## src/rtl/serdes_pulse_gen_if.sv

```systemverilog
// Control/data bundle between a pulse requester and serdes_pulse_gen.
// Master drives enable/trigger/delay/width; slave returns word, busy and reject flag.
interface serdes_pulse_gen_if #(
  parameter int DATA_WIDTH       = 4,
  parameter int DELAY_WIDTH      = 24,
  parameter int PULSE_WIDTH_BITS = 24
);
  logic                        enable;
  logic                        trigger;
  logic [DELAY_WIDTH-1:0]      delay;
  logic [PULSE_WIDTH_BITS-1:0] width;
  logic [DATA_WIDTH-1:0]       data_out;
  logic                        busy;
  logic                        trigger_ignored;

  modport master (
    output enable, trigger, delay, width,
    input  data_out, busy, trigger_ignored
  );

  modport slave (
    input  enable, trigger, delay, width,
    output data_out, busy, trigger_ignored
  );
endinterface

```

## src/rtl/serdes_pulse_gen.sv

```systemverilog
// Fine-delay pulse generator on the serializer parallel clock.
// Emits one DATA_WIDTH-bit word per clock, bit 0 first, with UI-resolution edges.
module serdes_pulse_gen #(
  parameter int DATA_WIDTH       = 4,
  parameter int DELAY_WIDTH      = 24,
  parameter int PULSE_WIDTH_BITS = 24,
  parameter bit INVERT           = 1'b0
) (
  input  logic              clk,
  input  logic              reset,
  serdes_pulse_gen_if.slave pb
);

  localparam int LW = $clog2(DATA_WIDTH);
  localparam int MW = (DELAY_WIDTH > PULSE_WIDTH_BITS) ?
                      DELAY_WIDTH : PULSE_WIDTH_BITS;
  // Extra headroom so word base + DATA_WIDTH never wraps past end
  localparam int EW = MW + 2;
  localparam int CW = DELAY_WIDTH - LW;
  localparam logic [DATA_WIDTH-1:0] IDLE_WORD = {DATA_WIDTH{INVERT}};

  typedef enum logic [1:0] {
    S_IDLE,
    S_DELAY,
    S_PULSE
  } state_e;

  state_e                 state_q, state_d;
  logic [CW-1:0]          cnt_q, cnt_d;
  logic [EW-1:0]          ui_q, ui_d;
  logic [DELAY_WIDTH-1:0] dly_q, dly_d;
  logic [EW-1:0]          end_q, end_d;
  logic [DATA_WIDTH-1:0]  data_q, data_d;
  logic                   busy_q, busy_d;
  logic                   ign_q, ign_d;

  logic [DATA_WIDTH-1:0]  mask;
  logic [EW-1:0]          pos;
  logic                   last;

  always_comb begin
    mask = '0;
    pos  = '0;
    for (int j = 0; j < DATA_WIDTH; j++) begin
      pos     = ui_q + EW'(j);
      mask[j] = (pos >= EW'(dly_q)) && (pos < end_q);
    end
    last = (ui_q + EW'(DATA_WIDTH)) >= end_q;
  end

  always_comb begin
    state_d = state_q;
    cnt_d   = cnt_q;
    ui_d    = ui_q;
    dly_d   = dly_q;
    end_d   = end_q;
    data_d  = IDLE_WORD;
    ign_d   = 1'b0;
    if (!pb.enable) begin
      state_d = S_IDLE;
    end else begin
      unique case (state_q)
        S_IDLE: begin
          if (pb.trigger && (pb.width != '0)) begin
            dly_d   = pb.delay;
            end_d   = EW'(pb.delay) + EW'(pb.width);
            cnt_d   = CW'(pb.delay >> LW);
            ui_d    = EW'(pb.delay >> LW) << LW;
            state_d = (cnt_d != '0) ? S_DELAY : S_PULSE;
          end
        end
        S_DELAY: begin
          ign_d = pb.trigger;
          cnt_d = cnt_q - CW'(1);
          if (cnt_q == CW'(1)) begin
            state_d = S_PULSE;
          end
        end
        S_PULSE: begin
          ign_d  = pb.trigger;
          data_d = mask ^ IDLE_WORD;
          ui_d   = ui_q + EW'(DATA_WIDTH);
          if (last) begin
            state_d = S_IDLE;
          end
        end
        default: state_d = S_IDLE;
      endcase
    end
    busy_d = (state_d != S_IDLE);
  end

  always_ff @(posedge clk or posedge reset) begin
    if (reset) begin
      state_q <= S_IDLE;
      cnt_q   <= '0;
      ui_q    <= '0;
      dly_q   <= '0;
      end_q   <= '0;
      data_q  <= IDLE_WORD;
      busy_q  <= 1'b0;
      ign_q   <= 1'b0;
    end else begin
      state_q <= state_d;
      cnt_q   <= cnt_d;
      ui_q    <= ui_d;
      dly_q   <= dly_d;
      end_q   <= end_d;
      data_q  <= data_d;
      busy_q  <= busy_d;
      ign_q   <= ign_d;
    end
  end

  assign pb.data_out        = data_q;
  assign pb.busy            = busy_q;
  assign pb.trigger_ignored = ign_q;

endmodule

```

## src/flat_wrapper.sv

```systemverilog
// flat-port wrapper written by rule: the top's interface ports become plain ports
module serdes_pulse_gen_flat 
#(
  parameter int DATA_WIDTH       = 4,
  parameter int DELAY_WIDTH      = 24,
  parameter int PULSE_WIDTH_BITS = 24,
  parameter bit INVERT           = 1'b0
)
  (clk, reset, pb_enable, pb_trigger, pb_delay, pb_width, pb_data_out, pb_busy, pb_trigger_ignored);
  serdes_pulse_gen_if #(.DATA_WIDTH(DATA_WIDTH), .DELAY_WIDTH(DELAY_WIDTH), .PULSE_WIDTH_BITS(PULSE_WIDTH_BITS)) pb_i ();
  input  logic clk;
  input  logic reset;
  input wire logic [$bits(pb_i.enable)-1:0] pb_enable;
  input wire logic [$bits(pb_i.trigger)-1:0] pb_trigger;
  input wire logic [$bits(pb_i.delay)-1:0] pb_delay;
  input wire logic [$bits(pb_i.width)-1:0] pb_width;
  output wire logic [$bits(pb_i.data_out)-1:0] pb_data_out;
  output wire logic [$bits(pb_i.busy)-1:0] pb_busy;
  output wire logic [$bits(pb_i.trigger_ignored)-1:0] pb_trigger_ignored;
  assign pb_i.enable = pb_enable;
  assign pb_i.trigger = pb_trigger;
  assign pb_i.delay = pb_delay;
  assign pb_i.width = pb_width;
  assign pb_data_out = pb_i.data_out;
  assign pb_busy = pb_i.busy;
  assign pb_trigger_ignored = pb_i.trigger_ignored;
  serdes_pulse_gen #(.DATA_WIDTH(DATA_WIDTH), .DELAY_WIDTH(DELAY_WIDTH), .PULSE_WIDTH_BITS(PULSE_WIDTH_BITS), .INVERT(INVERT)) u_core (.clk(clk), .reset(reset), .pb(pb_i));
endmodule
```

## config.mk

```make
export PLATFORM = sky130hd
export DESIGN_NAME = serdes_pulse_gen_flat
export DESIGN_NICKNAME = d
export VERILOG_FILES = /design/src/rtl/serdes_pulse_gen_if.sv /design/src/rtl/serdes_pulse_gen.sv /design/src/flat_wrapper.sv
export SDC_FILE = /design/constraint.sdc
export NUM_CORES = 1
export LEC_CHECK = 0
export ABC_AREA = 1
export BUFFER_PORTS_ARGS = -buffer_cell sky130_fd_sc_hd__buf_2
export CAP_MARGIN = 20
export CORE_MARGIN = 2
export CORE_UTILIZATION = 25
export DETAILED_ROUTE_END_ITERATION = 6
export PLACE_DENSITY = 0.49
export SKIP_CTS_REPAIR_TIMING = 1
export SYNTH_ARGS = -nofsm -noshare
export SYNTH_HDL_FRONTEND = slang
export SYNTH_SLANG_ARGS = --single-unit
```

## constraint.sdc

```tcl
create_clock -name clk -period 3.88 [get_ports clk]
set_input_delay 0.194 -clock clk [delete_from_list [all_inputs] [get_ports clk]]
set_output_delay 0.194 -clock clk [all_outputs]
set_load 0.02 [all_outputs]
```

==> results.yml <==
placement:
  post_dp_cell_area_um2: 11730
  hpwl_um: 29630
  pre_cts_slack_ns: 0.9842
  gp_congestion: 0.8675
  port_buffers: 57
drt:
  num_vias: 10460
  routedWlPerCell_um: 16.57
  drtAntennaViolNets: 0
  wirelength_um: 36080
  drt-pass1-iter-count: 5
  drtIter0Drc: 784
  via_per_inst: 4.805
  post-route-drc-count: 0
global_route:
  gr-total-overflow: 0
  grt_usage_pct: 16.30
  grt_pass1_wl_um: 56530
  grt-busiest-layer: "met2"
  grtUsageMet2_pct: 26.18
  grt_pass1_vias: 10140
  grt_util_met3_pct: 1.588
  antenna_found_initial: 0
  grt_max_degree: 62
  use_met1_pct: 23.08
cells_and_area:
  nets: 1824
  multiInputGateArea_um2: 7382
  fin_util_pct: 27.85
  drive_gt1_share_pct: 7.286
  antenna_cells: 0
  syn2layout_area_growth_pct: 9.779
  regArea_um2: 2577
  fill_cells: 4742
  postLayoutCellArea_um2: 12000
min_path:
  hp-class: "input port to async pin"
critical_path:
  r2r_slack_ns: 0.97
  slowest_stage: "dfrtp_1"
  path_buf_inv: 3
  max_stage_delay_ns: 0.54
  critPathMaxFanout: 9
  worstSetupEndpointType: "flop"
  crit_path_start_kind: "flop"
  cp.arrival_ns: 3.16
  critPathTopFamily: "simple AND/OR/NAND/NOR gates"
  worstPathRequired_ns: 4.13
  cpMostUsedCell: "nand2_1"
  path_class: "flop to flop"
  crit_chain: "ha_1 -> nand3_1 -> inv_2 -> nand4_1 -> nor2_1 -> nand2_1 -> xor2_1 -> inv_2 -> ha_1 -> nand2_1 -> o21ai_0 -> nand4_1 -> nand2_1 -> clkinv_1 -> nand3_1 -> nand2_1 -> nand2_1 -> nand2_1"
timing:
  hold_viol_final: 8
  slew_headroom_pct: 35.74
  max_freq_ghz: 0.3438
  post-route-min-period_ns: 2.909
  skew_ns: 0.01248
  layout_setup_ws_ns: 0.9709
  timing.final.max_slew_violations: 0
  rsz0062_at_grt: "false"
  timing.hold.ws_ns: -0.02361
  fin_setup_tns_ns: 0
  worst_pin_slew_ns: 0.9640
  setup_viol: 0
  period_share_pct: 74.98
synthesis:
  synthArstFlopShare_pct: 100.0
  synth_cell_types: 52
  ys_warn_count: 0
  syn_nets: 1815
  yosys.area.top_type: "dfrtp_1"
  synth_most_common_cell: "nand2_1"
  synth.avg_cell_area_um2: 6.916
  synth_cells: 1580
  synth_top_area_share_pct: 23.59
  synth_top_flop_cell: "dfrtp_1"
  synth_seq_cells: 103
  synth_area_um2: 10930
  ys_seq_area_share_pct: 23.59
  synth_area_leaders: "dfrtp_1, ha_1, nand2_1"
  synth_top_cells_by_count: "nand2_1, ha_1, inv_1"
  synth-edff-count: 0
power_and_ir_drop:
  p_switching_mw: 2.963
  peakVddDrop_uv: 230.7
  p_per_area_nw_per_um2: 503.4
  cellLeakagePower_nw: 5.964
  p_sw_share_pct: 49.06
  p_seq_share_pct: 28.4
  p_clk_share_pct: 14.7
  internal-power_mw: 3.076
  p_comb_share_pct: 56.8
run_status:
  violations: "hold timing"
  status: "complete, but fails checks"
floorplanning:
  die_h_um: 213.1
  placementRows: 76
  start_util_pct: 25.37
  die_x_um: 213.1
  dieArea_um2: 45390
  io_pins: 58
  core-area_um2: 43080
run:
  maxCapViolCount: 0
clocking:
  clock_latency_ns: 0.37
  htree_levels: 3
  cts_buffers: 9
  clkSinkCount: 103
  cts_buffer_depth: 2
  cts_tree: "yes"
  cts_root_buffer: "clkbuf_16"
  clk_pin_slew_ns: 0.07
[cells in the final DEF, fill, tap and decap left out, types with 6 or more instances in the layout]
| cell | netlist | layout |
|---|---|---|
| o21bai_1 | 17 | 17 |
| nand3_1 | 76 | 76 |
| buf_2 | 10 | 57 |
| ha_1 | 182 | 182 |
| o21ai_1 | 15 | 15 |
| xor2_1 | 25 | 25 |
| buf_4 | 3 | 9 |
| nor2_2 | 7 | 7 |
| o211ai_1 | 13 | 13 |
| nand2_2 | 8 | 8 |
| a21o_1 | 7 | 7 |
| nand2_1 | 345 | 345 |
| nor2_1 | 150 | 150 |
| xnor2_1 | 6 | 6 |
| nor3_1 | 23 | 23 |
| o21ai_0 | 126 | 126 |
| a21oi_1 | 120 | 120 |
| inv_1 | 174 | 173 |
| o2111ai_1 | 6 | 6 |
| clkbuf_16 | 0 | 9 |
| nand4_1 | 39 | 39 |
| o22ai_1 | 14 | 14 |
| dfrtp_1 | 103 | 103 |
[cell families after synthesis]
logic type / after synthesis / share of synthesized area [%]
AOI/OAI and AO/OA: 340 / 17.35
DFF: 103 / 23.59
and+or+nand+nor: 673 / 26.70
buffers and inverters: 250 / 8.852
xor gates and xnor gates: 31 / 2.485
adders and majority gates: 183 / 21.02
[sequential cells by signal, indices dropped and copies added, names as in the netlist]
name	flops
u_core.pb.trigger_ignored	1
u_core.dly_q	24
u_core.end_q	25
u_core.pb.data_out	4
u_core.ui_q	24
u_core.pb.busy	1
u_core.cnt_q	22
u_core.state_q	2
[path summary, 6_finish.rpt]
kind,from,endpoint,cells after the start
min,reset,u_core.end_q[3],2
max,u_core.ui_q[3],u_core.pb.busy,18
min reg2reg,u_core.end_q[9],u_core.end_q[9],2
min in group clk,pb_delay[0],u_core.dly_q[0],3
max reg2reg,u_core.ui_q[3],u_core.pb.busy,18
max in group asynchronous,reset,u_core.ui_q[25],3
[power groups by stage]
| stage | clock, mW | sequential, mW | combinational (mW) |
|---|---|---|---|
| after detailed placement | 0 | 1.73 | 3.40 |
| after global placement | 0 | 1.72 | 3.34 |
| after global routing | 0.955 | 1.76 | 3.95 |
| final | 0.891 | 1.72 | 3.43 |
| after floorplan | 0 | 1.57 | 2.60 |
| after CTS | 0.914 | 1.71 | 3.43 |
[cell type report]
cell class	instances	area share, %
multi-input combinational	1227	61.54
sequential	103	21.49
tap	585	6.102
inverter	182	5.716
timing repair buffer	66	2.941
clock buffer	13	2.170
clock inverter	1	0.04172
[metrics by stage]
| step | total power [mW] | cells | hold WS, ns |
|---|---|---|---|
| 6_report | 6.039 | 2177 | -0.02361 |
| 5_1_grt | 6.671 | 2177 | 0.05292 |
| 4_1_cts | 6.053 | 2177 | 0.03113 |
| 3_5_place_dp | 5.135 | 2163 | 0.4166 |
| 3_3_place_gp | 5.060 | 2163 | 0.4166 |
| 2_1_floorplan | 4.172 | 1580 | 0.3019 |
[per-layer routing]
metal | wire length (µm) | part of all wire (%)
met2 | 15930 | 44
met3 | 1158 | 3.2
met4 | 795 | 2.2
met5 | 0 | 0
met1 | 18190 | 50
Note: power is estimated with default switching activity, not from simulation.
